**src/rtl/pipe_hazard_ctrl.sv**
```systemverilog
// Hazard/stall controller for the 5-stage pipeline: load-use bubbles, taken-branch
// flushes, multi-cycle MDU occupancy of EX, and a saturating stall-cycle counter.
module pipe_hazard_ctrl #(
  parameter int MDU_CYCLES = 32,
  parameter int CNT_W      = 16
) (
  input  logic             clk,
  input  logic             reset,
  input  logic             id_ex_mem_read,
  input  logic [4:0]       id_ex_rt,
  input  logic [4:0]       if_id_rs,
  input  logic [4:0]       if_id_rt,
  input  logic             if_id_uses_rt,
  input  logic             branch_taken,
  input  logic             mdu_start,
  input  logic             stat_clr,
  output logic             pc_write,
  output logic             if_id_write,
  output logic             if_id_flush,
  output logic             id_ex_write,
  output logic             id_ex_bubble,
  output logic             mdu_busy,
  output logic [CNT_W-1:0] stall_cycles
);

  // state    | meaning
  // RUN      | normal issue; branch > mdu_start > load_use evaluated each cycle
  // MDU_WAIT | MDU holds EX; front end frozen until cnt reaches 0
  typedef enum logic {RUN, MDU_WAIT} state_t;

  localparam logic [7:0] MDU_LOAD = 8'(MDU_CYCLES - 2);

  state_t     state, state_nxt;
  logic [7:0] cnt, cnt_nxt;
  logic       load_use;

  assign load_use = id_ex_mem_read && (id_ex_rt != 5'd0) &&
                    ((id_ex_rt == if_id_rs) || (if_id_uses_rt && (id_ex_rt == if_id_rt)));

  always_comb begin
    state_nxt    = state;
    cnt_nxt      = cnt;
    pc_write     = 1'b1;
    if_id_write  = 1'b1;
    if_id_flush  = 1'b0;
    id_ex_write  = 1'b1;
    id_ex_bubble = 1'b0;
    mdu_busy     = 1'b0;
    if (!reset) begin
      // Hold the pipe in a flushed, NOP-filled state while reset is asserted
      pc_write     = 1'b0;
      if_id_write  = 1'b0;
      if_id_flush  = 1'b1;
      id_ex_bubble = 1'b1;
      state_nxt    = RUN;
      cnt_nxt      = 8'd0;
    end else if (state == MDU_WAIT) begin
      pc_write    = 1'b0;
      if_id_write = 1'b0;
      id_ex_write = 1'b0;
      mdu_busy    = 1'b1;
      if (cnt == 8'd0) state_nxt = RUN;
      else             cnt_nxt   = cnt - 8'd1;
    end else if (branch_taken) begin
      if_id_flush  = 1'b1;
      id_ex_bubble = 1'b1;
    end else if (mdu_start) begin
      pc_write    = 1'b0;
      if_id_write = 1'b0;
      id_ex_write = 1'b0;
      mdu_busy    = 1'b1;
      state_nxt   = MDU_WAIT;
      cnt_nxt     = MDU_LOAD;
    end else if (load_use) begin
      pc_write     = 1'b0;
      if_id_write  = 1'b0;
      id_ex_bubble = 1'b1;
    end
  end

  always_ff @(posedge clk or negedge reset) begin
    if (!reset) begin
      state        <= RUN;
      cnt          <= 8'd0;
      stall_cycles <= '0;
    end else begin
      state <= state_nxt;
      cnt   <= cnt_nxt;
      if (stat_clr)
        stall_cycles <= '0;
      else if (!pc_write && (stall_cycles != '1))
        stall_cycles <= stall_cycles + CNT_W'(1);
    end
  end

endmodule

```
**config.mk**
```make
export PLATFORM = sky130hd
export DESIGN_NAME = pipe_hazard_ctrl
export DESIGN_NICKNAME = d
export VERILOG_FILES = /design/src/rtl/pipe_hazard_ctrl.sv
export SDC_FILE = /design/constraint.sdc
export NUM_CORES = 1
export LEC_CHECK = 0
export BUFFER_PORTS_ARGS = -buffer_cell sky130_fd_sc_hd__buf_2
export CORE_MARGIN = 1
export CORE_UTILIZATION = 32
export CTS_BUF_LIST = sky130_fd_sc_hd__clkbuf_2
export DETAILED_ROUTE_END_ITERATION = 16
export GPL_TIMING_DRIVEN = 0
export PLACE_DENSITY = 0.56
export SLEW_MARGIN = 20
export SYNTH_ARGS = -nofsm -noshare
export SYNTH_HDL_FRONTEND = slang
export SYNTH_SLANG_ARGS = --single-unit
```
**constraint.sdc**
```tcl
create_clock -name clk -period 2.7 [get_ports clk]
set_input_delay 0.27 -clock clk [delete_from_list [all_inputs] [get_ports clk]]
set_output_delay 0.27 -clock clk [all_outputs]
set_load 0.02 [all_outputs]
```
==> impl_metrics.yaml, run 1 <==
grt:
  grt_usage_pct: 15.1
  grt_pass1_wl_mm: 6.24
  grt_pass1_vias: 1369
  antenna_found_initial: 0
  top_usage_layer: "met2"
  grtUsageMet2_pct: 24.5
  grt_use_met1_pct: 20.4
  grt.met3_usage_pct: 1.66
  grt-ovfl-total: 0
  grt_max_degree: 31
setup_path:
  cp.required_ns: 3.00
  cp-start-kind: "register"
  worst-setup-path-type: "reg -> reg"
  endpoint_kind: "register"
  cp_data_arrival_time_ns: 2.83
  r2r.worst_path.cells: 10
  worst-path-max-fanout: 19
synthesis:
  synth_seq_cells: 25
  synth.avg_cell_area_sq_um: 8.72
  yosysTopAreaCell: "dfrtp_1"
  yosysTopAreaCellShare_pct: 39.2
  synthTopCellsByArea: "dfrtp_1, xor2_1, nor2_1"
  yosysWarnings: 0
  syn_inst: 183
  synth_edf_count: 0
  syn-cell-area_sq_um: 1600
  synthFlopType: "dfrtp_1"
  seq_area_frac_synth_pct: 39.2
  synth_nets: 208
  async_reset_ff_share_pct: 100
  ys_types: 41
pwr:
  p_sw_uw: 259
  p_comb_share_pct: 26.8
  clkPwrFrac_pct: 20.5
  p_seq_share_pct: 52.7
  finalPower_uw: 776
  powerDensity_nw_per_um2: 399
  p_leak_nw: 0.901
  irDropWorstVdd_v: 0.000149
  internal_power_uw: 517
  swShare_pct: 33.4
layout:
  syn_to_final_growth_pct: 21.9
  nets: 259
  drive_above_1_share_pct: 24.9
  fillers: 514
  antennaDiodeCount: 0
  stdcell_count: 300
  ff_latch_area_sq_um: 626
  multi_input_area_sq_um: 892
  post-route-util_pct: 40.9
clock_network:
  clk_root_buffer_cell: "clkbuf_2"
  path_clk_slew_ns: 0.25
  numCtsBuffers: 3
  clock_sinks: 25
  insertion_delay_ns: 0.35
  cts_tree: "yes"
  htree_levels: 1
  ctsLongestPathBuffers: 2
timing:
  finalSetupTns_ns: 0
  timing.final.crit_period_ns: 2.52
  tightest_slew_ns: 0.500
  hold_ws_ns: 0.244
  maxSlewViolCount: 0
  fmax_ghz: 0.396
  fin_crit_sh_pct: 93.5
  relSlewSlack_pct: 66.7
  setup_viol: 0
  rsz0062_at_grt: "no"
  fin_skew_ns: 0.00419
  finalHoldViolCount: 0
route:
  viasPerCell: 4.93
  wl_per_cell_um: 12.1
  ant_nets: 0
  drc: 0
  drt_iter0_drc: 117
  drtPass1Iterations: 4
  wl_mm: 3.62
  vias: 1480
placement:
  gp_congestion: 0.780
  numPortBuffers: 43
  place.detailed.hpwl_mm: 2.71
  place_inst: 293
outcome:
  status: "completed"
floorplanning:
  die_y_um: 72.6
  dieArea_sq_um: 5280
  ioPinCount: 44
  rows: 25
  die_w_um: 72.6
  coreArea_sq_um: 4750
  initial_core_util_pct: 33.6
flow_run:
  cap_violations: 0
worst_hold_path:
  worstHoldPathCells: 3
  hold_path_class: "in -> reg"
[cell families after synthesis]
kind of cell	after synthesis	synth area share, %
flip-flops	25	39.2
multiplexers	6	4.08
AND/OR/NAND/NOR	84	28.2
buffers and inverters	16	4.94
XOR/XNOR	11	6.03
adder cells (fa/ha/maj)	3	2.35
AO/OA/AOI/OAI	38	15.2
[metrics by stage]
step	setup WS, ns	area, sq um
after global placement	0.0817	1900
after global routing	0.0137	1950
final	0.176	1950
after detailed placement	0.0625	1900
after CTS	0.0417	1930
after floorplan	0.293	1600
[critical path: stages, from the launching register on]
cell     delay (ns)
dfrtp_1        0.48
ha_1           0.26
and4_1         0.19
nand2_1        0.09
nor2_1         0.05
or4_1          0.42
and2_4         0.16
buf_6          0.13
buf_6          0.15
or4_1          0.40
a21oi_1        0.16
[final cells by class]
type | instances | share of cell area, %
well taps | 67 | 4.31
plain buffers | 10 | 2.89
clock buffers | 4 | 1.03
inverters | 5 | 0.964
flip-flops and latches | 25 | 32.1
multi-input cells | 142 | 45.8
repair buffers | 47 | 12.9
[Yosys cell counts, types with 3 or more instances]
library cell   n
dfrtp_1       25
nor2_1        17
nand2_1       16
a21oi_1       12
nand3_1        9
xor2_1         9
clkbuf_1       8
nor2b_1        8
o21ai_0        8
nor4_1         7
or4_1          7
inv_1          5
or3_1          5
mux2_1         4
o31ai_1        4
ha_1           3
nand4_1        3
nor3_1         3
[state kept, by name, indices dropped and copies added, names as in the netlist]
| signal | count |
|---|---|
| state | 1 |
| stall_cycles | 16 |
| cnt | 8 |
[final timing paths]
kind | startpoint | slack [ns] | endpoint
min in group asynchronous | reset | 0.36 | cnt[2]
worst min register to register | cnt[0] | 0.55 | cnt[0]
worst max register to register | stall_cycles[0] | 0.18 | stall_cycles[14]
max in group asynchronous | reset | 2.06 | stall_cycles[4]
worst max-delay path | stall_cycles[0] | 0.18 | stall_cycles[14]
worst min-delay path | stat_clr | 0.24 | stall_cycles[15]
[power groups by stage]
| stage | Sequential [mW] | Combinational, mW | Clock, mW |
|---|---|---|---|
| after CTS | 0.410 | 0.203 | 0.170 |
| after global placement | 0.417 | 0.200 | 0 |
| after floorplan | 0.418 | 0.130 | 0 |
| final | 0.409 | 0.208 | 0.159 |
| after global routing | 0.413 | 0.235 | 0.182 |
| after detailed placement | 0.416 | 0.201 | 0 |
[per-layer routing]
metal | share of wire, % | vias to the layer above
li1 | - | 760
met2 | 45 | 31
met1 | 50 | 685
met4 | 1.3 | 0
met5 | 0 | -
met3 | 3.3 | 4
[cells in the final DEF, fill, tap and decap left out, types with 3 or more instances in the layout]
master,instances
nand4_1,3
inv_1,5
nor2b_1,8
ha_1,3
clkbuf_2,4
nand2_1,16
nor2_1,17
nor3_1,3
buf_2,42
o21ai_0,8
nand3_1,9
or4_1,7
a21oi_1,12
or3_1,5
buf_4,4
mux2_1,4
dfrtp_1,25
xor2_1,9
clkbuf_1,7
nor4_1,7
o31ai_1,4
[repair_timing]
| action | CTS | global route |
|---|---|---|
| endpoints found under the hold margin | 25 | 0 |
| resized for setup | 0 | 1 |
| buffers inserted | 0 | 3 |
| endpoints found under the setup margin | 0 | 11 |
| hold buffers | 1 | 0 |
Power figures use the tool's default switching activity.
==> run 2, diff against run 1 <==
--- a/config.mk
+++ b/config.mk
@@ -7,11 +7,11 @@
 export LEC_CHECK = 0
 export BUFFER_PORTS_ARGS = -buffer_cell sky130_fd_sc_hd__buf_2
 export CORE_MARGIN = 1
-export CORE_UTILIZATION = 32
+export CORE_UTILIZATION = 54
 export CTS_BUF_LIST = sky130_fd_sc_hd__clkbuf_2
 export DETAILED_ROUTE_END_ITERATION = 16
 export GPL_TIMING_DRIVEN = 0
-export PLACE_DENSITY = 0.56
+export PLACE_DENSITY = 0.85
 export SLEW_MARGIN = 20
 export SYNTH_ARGS = -nofsm -noshare
 export SYNTH_HDL_FRONTEND = slang
==> impl_metrics.yaml, run 2 (synthesis gave the netlist of run 1 again) <==
outcome:
  status: "completed"
layout:
  largest_register_ffs: 16
  antennaDiodeCount: 0
  reg_top3: "stall_cycles x16, cnt x8, state x1"
  fillers: 229
  drive_above_1_share_pct: 24.6
  syn_to_final_growth_pct: 18.5
  largest_register: "stall_cycles"
  final_cell_mix: "buf_2, dfrtp_1, nor2_1, nand2_1, a21oi_1"
  mostFrequentLayoutCell: "buf_2"
  nets: 258
grt:
  grt_usage_pct: 23.7
  grt_pass1_wl_mm: 5.96
  grt.met3_usage_pct: 3.46
  grt_use_met1_pct: 30.2
  grt_pass1_vias: 1404
  grt_max_degree: 31
  antenna_found_initial: 0
  grtUsageMet2_pct: 40.5
  grt-ovfl-total: 0
  top_usage_layer: "met2"
timing:
  fin_skew_ns: 0.0167
  fin_crit_sh_pct: 94.0
  finalWorstSetupSlack_ns: 0.162
  fmax_ghz: 0.394
  timing.final.crit_period_ns: 2.54
  rsz0062_at_grt: "no"
  finalHoldViolCount: 0
  tightest_slew_ns: 0.634
  finalSetupTns_ns: 0
  setup_viol: 0
  relSlewSlack_pct: 57.7
  maxSlewViolCount: 0
clock_network:
  insertion_delay_ns: 0.37
  htree_levels: 1
  ctsLongestPathBuffers: 2
  numCtsBuffers: 3
  clock_sinks: 25
  cts_tree: "yes"
  path_clk_slew_ns: 0.25
  clk_root_buffer_cell: "clkbuf_2"
floorplanning:
  die_y_um: 56.4
  dieArea_sq_um: 3180
  die_w_um: 56.4
  coreArea_sq_um: 2780
  rows: 19
  initial_core_util_pct: 57.4
  ioPinCount: 44
placement:
  numPortBuffers: 43
  place.detailed.hpwl_mm: 2.58
  gp_congestion: 0.824
  dp_slack_ns: 0.0475
route:
  wl_mm: 3.47
  drtPass1Iterations: 5
  vias: 1554
  drc: 0
  viasPerCell: 5.91
  ant_nets: 0
  wl_per_cell_um: 13.2
  drt_iter0_drc: 42
setup_path:
  cp-start-kind: "register"
  cp_data_arrival_time_ns: 2.83
  cp.required_ns: 2.99
  worst-setup-path-type: "reg -> reg"
  endpoint_kind: "register"
  worst-path-max-fanout: 7
pwr:
  finalPower_uw: 766
  irDropWorstVdd_v: 0.000278
  p_leak_nw: 0.895
  powerDensity_nw_per_um2: 405
worst_hold_path:
  hold_path_class: "in -> reg"
flow_run:
  cap_violations: 0
==> run 2: cell count changes in the layout (fill, tap and decap cells not counted) <==
cell / delta
clkbuf_4: -1
clkinv_2: +1
clkbuf_2: -1
buf_2: +1
buf_4: -1
==> run 2: layout make-up <==
type / count / area, sq um / share of cell area [%]
Clock inverter: 1 / 5.00 / 0.265
Multi-Input combinational cell: 142 / 892 / 47.2
Sequential cell: 25 / 626 / 33.1
Clock buffer: 3 / 15.0 / 0.794
Timing Repair Buffer: 46 / 240 / 12.7
Buffer: 10 / 56.3 / 2.98
Tap cell: 31 / 38.8 / 2.05
Inverter: 5 / 18.8 / 0.992
==> run 2: through the flow <==
step / area (sq um) / utilization [%] / hold slack (ns) / std cells
4_1_cts: 1880 / 67.6 / 0.218 / 262
2_1_floorplan: 1600 / - / -0.0256 / 183
5_1_grt: 1890 / 68.0 / 0.238 / 263
3_5_place_dp: 1850 / 66.5 / 0.320 / 257
3_3_place_gp: 1850 / 66.5 / 0.317 / 257
6_report: 1890 / 68.0 / 0.234 / 263
==> run 2: worst max-delay path, cell delays in order, from the launching register on <==
cell and delay (ns):
dfrtp_1 0.48, ha_1 0.25, and4_1 0.19, nand2_1 0.10, nor2_1 0.05, or4_1 0.41, and2_4 0.16, buf_6 0.12
nor4_1 0.32, mux2_1 0.37
==> run 2: final timing paths <==
| check | from | to | slack, ns | depth (start not counted) |
|---|---|---|---|---|
| worst max register to register | stall_cycles[1] | stall_cycles[13] | 0.16 | 9 |
| worst max-delay path | stall_cycles[1] | stall_cycles[13] | 0.16 | 9 |
| max in group asynchronous | reset | cnt[4] | 1.87 | 2 |
| worst min-delay path | stat_clr | stall_cycles[15] | 0.23 | 3 |
| worst min register to register | cnt[0] | cnt[0] | 0.54 | 1 |
| min in group asynchronous | reset | stall_cycles[11] | 0.41 | 2 |
==> run 2: timing repair <==
action	CTS	global route
endpoints found under the setup margin	0	6
hold buffers	1	0
setup buffers	0	2
hold endpoints to repair	25	0
gates resized for setup	0	0
==> run 2: power by group <==
group | switching (mW) | internal (mW) | leakage [nW]
Clock | 0.118 | 0.0336 | 0.0164
Combinational | 0.120 | 0.0845 | 0.536
Sequential | 0.0179 | 0.392 | 0.343
Total | 0.256 | 0.510 | 0.895
==> run 2: routing by layer <==
layer	share of wire, %	vias to the layer above
li1	-	756
met1	45	725
met2	47	64
met3	6.0	9
met4	1.9	0
met5	0	-
==> run 3, diff against run 2 <==
--- a/config.mk
+++ b/config.mk
@@ -7,11 +7,11 @@
 export LEC_CHECK = 0
 export BUFFER_PORTS_ARGS = -buffer_cell sky130_fd_sc_hd__buf_2
 export CORE_MARGIN = 1
-export CORE_UTILIZATION = 54
+export CORE_UTILIZATION = 50
 export CTS_BUF_LIST = sky130_fd_sc_hd__clkbuf_2
 export DETAILED_ROUTE_END_ITERATION = 16
 export GPL_TIMING_DRIVEN = 0
-export PLACE_DENSITY = 0.85
+export PLACE_DENSITY = 0.8
 export SLEW_MARGIN = 20
 export SYNTH_ARGS = -nofsm -noshare
 export SYNTH_HDL_FRONTEND = slang
==> impl_metrics.yaml, run 3 (synthesis gave the netlist of run 1 again) <==
route:
  viasPerCell: 5.57
  wl_per_cell_um: 13.3
  drtPass1Iterations: 4
  wl_mm: 3.66
  drt_iter0_drc: 66
  drc: 0
  ant_nets: 0
  vias: 1537
timing:
  fin_skew_ns: 0.00210
  tightest_slew_ns: 0.477
  fmax_ghz: 0.400
  maxSlewViolCount: 0
  fin_crit_sh_pct: 92.6
  timing.final.crit_period_ns: 2.50
  setup_viol: 0
  relSlewSlack_pct: 68.2
  finalSetupTns_ns: 0
  finalHoldViolCount: 0
  rsz0062_at_grt: "no"
grt:
  grt_usage_pct: 23.7
  antenna_found_initial: 0
  grt-ovfl-total: 0
  grt_pass1_wl_mm: 6.27
  grt_pass1_vias: 1471
  grt_max_degree: 31
worst_hold_path:
  hold_path_class: "in -> reg"
  worstHoldPathCells: 3
layout:
  final_cell_mix: "buf_2, dfrtp_1, nor2_1, nand2_1, a21oi_1"
  nets: 258
  largest_register: "stall_cycles"
  antennaDiodeCount: 0
  fillers: 298
  syn_to_final_growth_pct: 19.9
  drive_above_1_share_pct: 25.4
  design_area_sq_um: 1910
  largest_register_ffs: 16
  mostFrequentLayoutCell: "buf_2"
  reg_top3: "stall_cycles x16, cnt x8, state x1"
placement:
  place_area_sq_um: 1870
  place.detailed.hpwl_mm: 2.75
  gp_congestion: 0.747
  numPortBuffers: 43
floorplanning:
  coreArea_sq_um: 3050
  ioPinCount: 44
  dieArea_sq_um: 3420
  rows: 20
  die_y_um: 58.5
  initial_core_util_pct: 52.3
  die_w_um: 58.5
pwr:
  swShare_pct: 34.0
  irDropWorstVdd_v: 0.000215
  p_comb_share_pct: 26.8
  powerDensity_nw_per_um2: 403
  p_seq_share_pct: 53.2
  clkPwrFrac_pct: 20.0
  p_leak_nw: 0.894
  internal_power_uw: 509
  p_sw_uw: 263
setup_path:
  cp_data_arrival_time_ns: 2.76
  cp-start-kind: "register"
  endpoint_kind: "register"
  reg2reg_to: "stall_cycles[14]"
  worst-setup-path-type: "reg -> reg"
  crit_end: "stall_cycles[14]"
  cp.required_ns: 2.96
  r2r.worst_path.cells: 11
  r2r_setup_slack_ns: 0.20
  crit_start: "stall_cycles[0]"
  worst-path-max-fanout: 10
  r2r_start: "stall_cycles[0]"
clock_network:
  htree_levels: 1
  cts_tree: "yes"
  numCtsBuffers: 3
  clock_sinks: 25
  path_clk_slew_ns: 0.25
  clk_root_buffer_cell: "clkbuf_2"
  ctsLongestPathBuffers: 2
  insertion_delay_ns: 0.36
outcome:
  status: "completed"
flow_run:
  cap_violations: 0
## run 3: worst min-delay path by stage
stage	from	end	slack (ns)
after floorplan	reset	cnt[0]	-0.03
after global placement	reset	stall_cycles[11]	0.33
after detailed placement	reset	stall_cycles[11]	0.32
after CTS	stat_clr	stall_cycles[15]	0.24
after global routing	stat_clr	stall_cycles[15]	0.26
final	stat_clr	stall_cycles[15]	0.24
## run 3: through the flow
| step | std cells | setup slack [ns] | hold WS (ns) | power [mW] | utilization (%) |
|---|---|---|---|---|---|
| after floorplan | 183 | 0.293 | -0.0256 | 0.548 | - |
| after global placement | 270 | 0.106 | 0.330 | 0.613 | 61.1 |
| after detailed placement | 270 | 0.0581 | 0.321 | 0.618 | 61.1 |
| after CTS | 275 | 0.0965 | 0.238 | 0.768 | 62.1 |
| after global routing | 276 | 0.0222 | 0.256 | 0.813 | 62.7 |
| final | 276 | 0.199 | 0.236 | 0.772 | 62.7 |
## run 3: power by group through the flow
stage          sequential, mW  combinational (mW)  clock, mW
2_1_floorplan           0.418               0.130          0
3_3_place_gp            0.416               0.197          0
3_5_place_dp            0.417               0.202          0
4_1_cts                 0.410               0.204      0.154
5_1_grt                 0.414               0.230      0.169
6_report                0.411               0.207      0.155
## run 3: layout make-up
type | instances | area [sq um] | share of cell area (%)
Buffer | 11 | 61.3 | 3.20
Clock buffer | 3 | 15.0 | 0.784
Clock inverter | 1 | 5.00 | 0.261
Inverter | 5 | 18.8 | 0.980
Multi-Input combinational cell | 142 | 897 | 46.9
Sequential cell | 25 | 627 | 32.7
Tap cell | 44 | 55.1 | 2.88
Timing Repair Buffer | 45 | 235 | 12.3
## run 3: what timing repair did
| action | CTS | global route |
|---|---|---|
| resized for setup | 0 | 5 |
| hold buffers | 1 | 0 |
| setup buffers | 0 | 1 |
| setup endpoints to repair | 0 | 10 |
| endpoints found under the hold margin | 25 | 0 |
## run 3: worst max-delay path, stage by stage (launching register included)
cell and delay (ns):
dfrtp_2 0.49, ha_1 0.25, and4_1 0.19, nand2_1 0.09, nor2_1 0.04, or4_1 0.41
and2_4 0.16, buf_6 0.12, buf_6 0.13, clkbuf_2 0.21, o31ai_1 0.23, a21oi_1 0.10
## run 3: routing by layer
| metal | GRT usage [%] | part of all wire (%) | wire [um] | vias to the layer above |
|---|---|---|---|---|
| li1 | - | - | - | 764 |
| met3 | 2.86 | 4.0 | 145 | 5 |
| met1 | 30.2 | 46 | 1690 | 720 |
| met5 | 0 | 0 | 0 | - |
| met4 | 7.82 | 1.1 | 40 | 0 |
| met2 | 41.7 | 49 | 1780 | 48 |
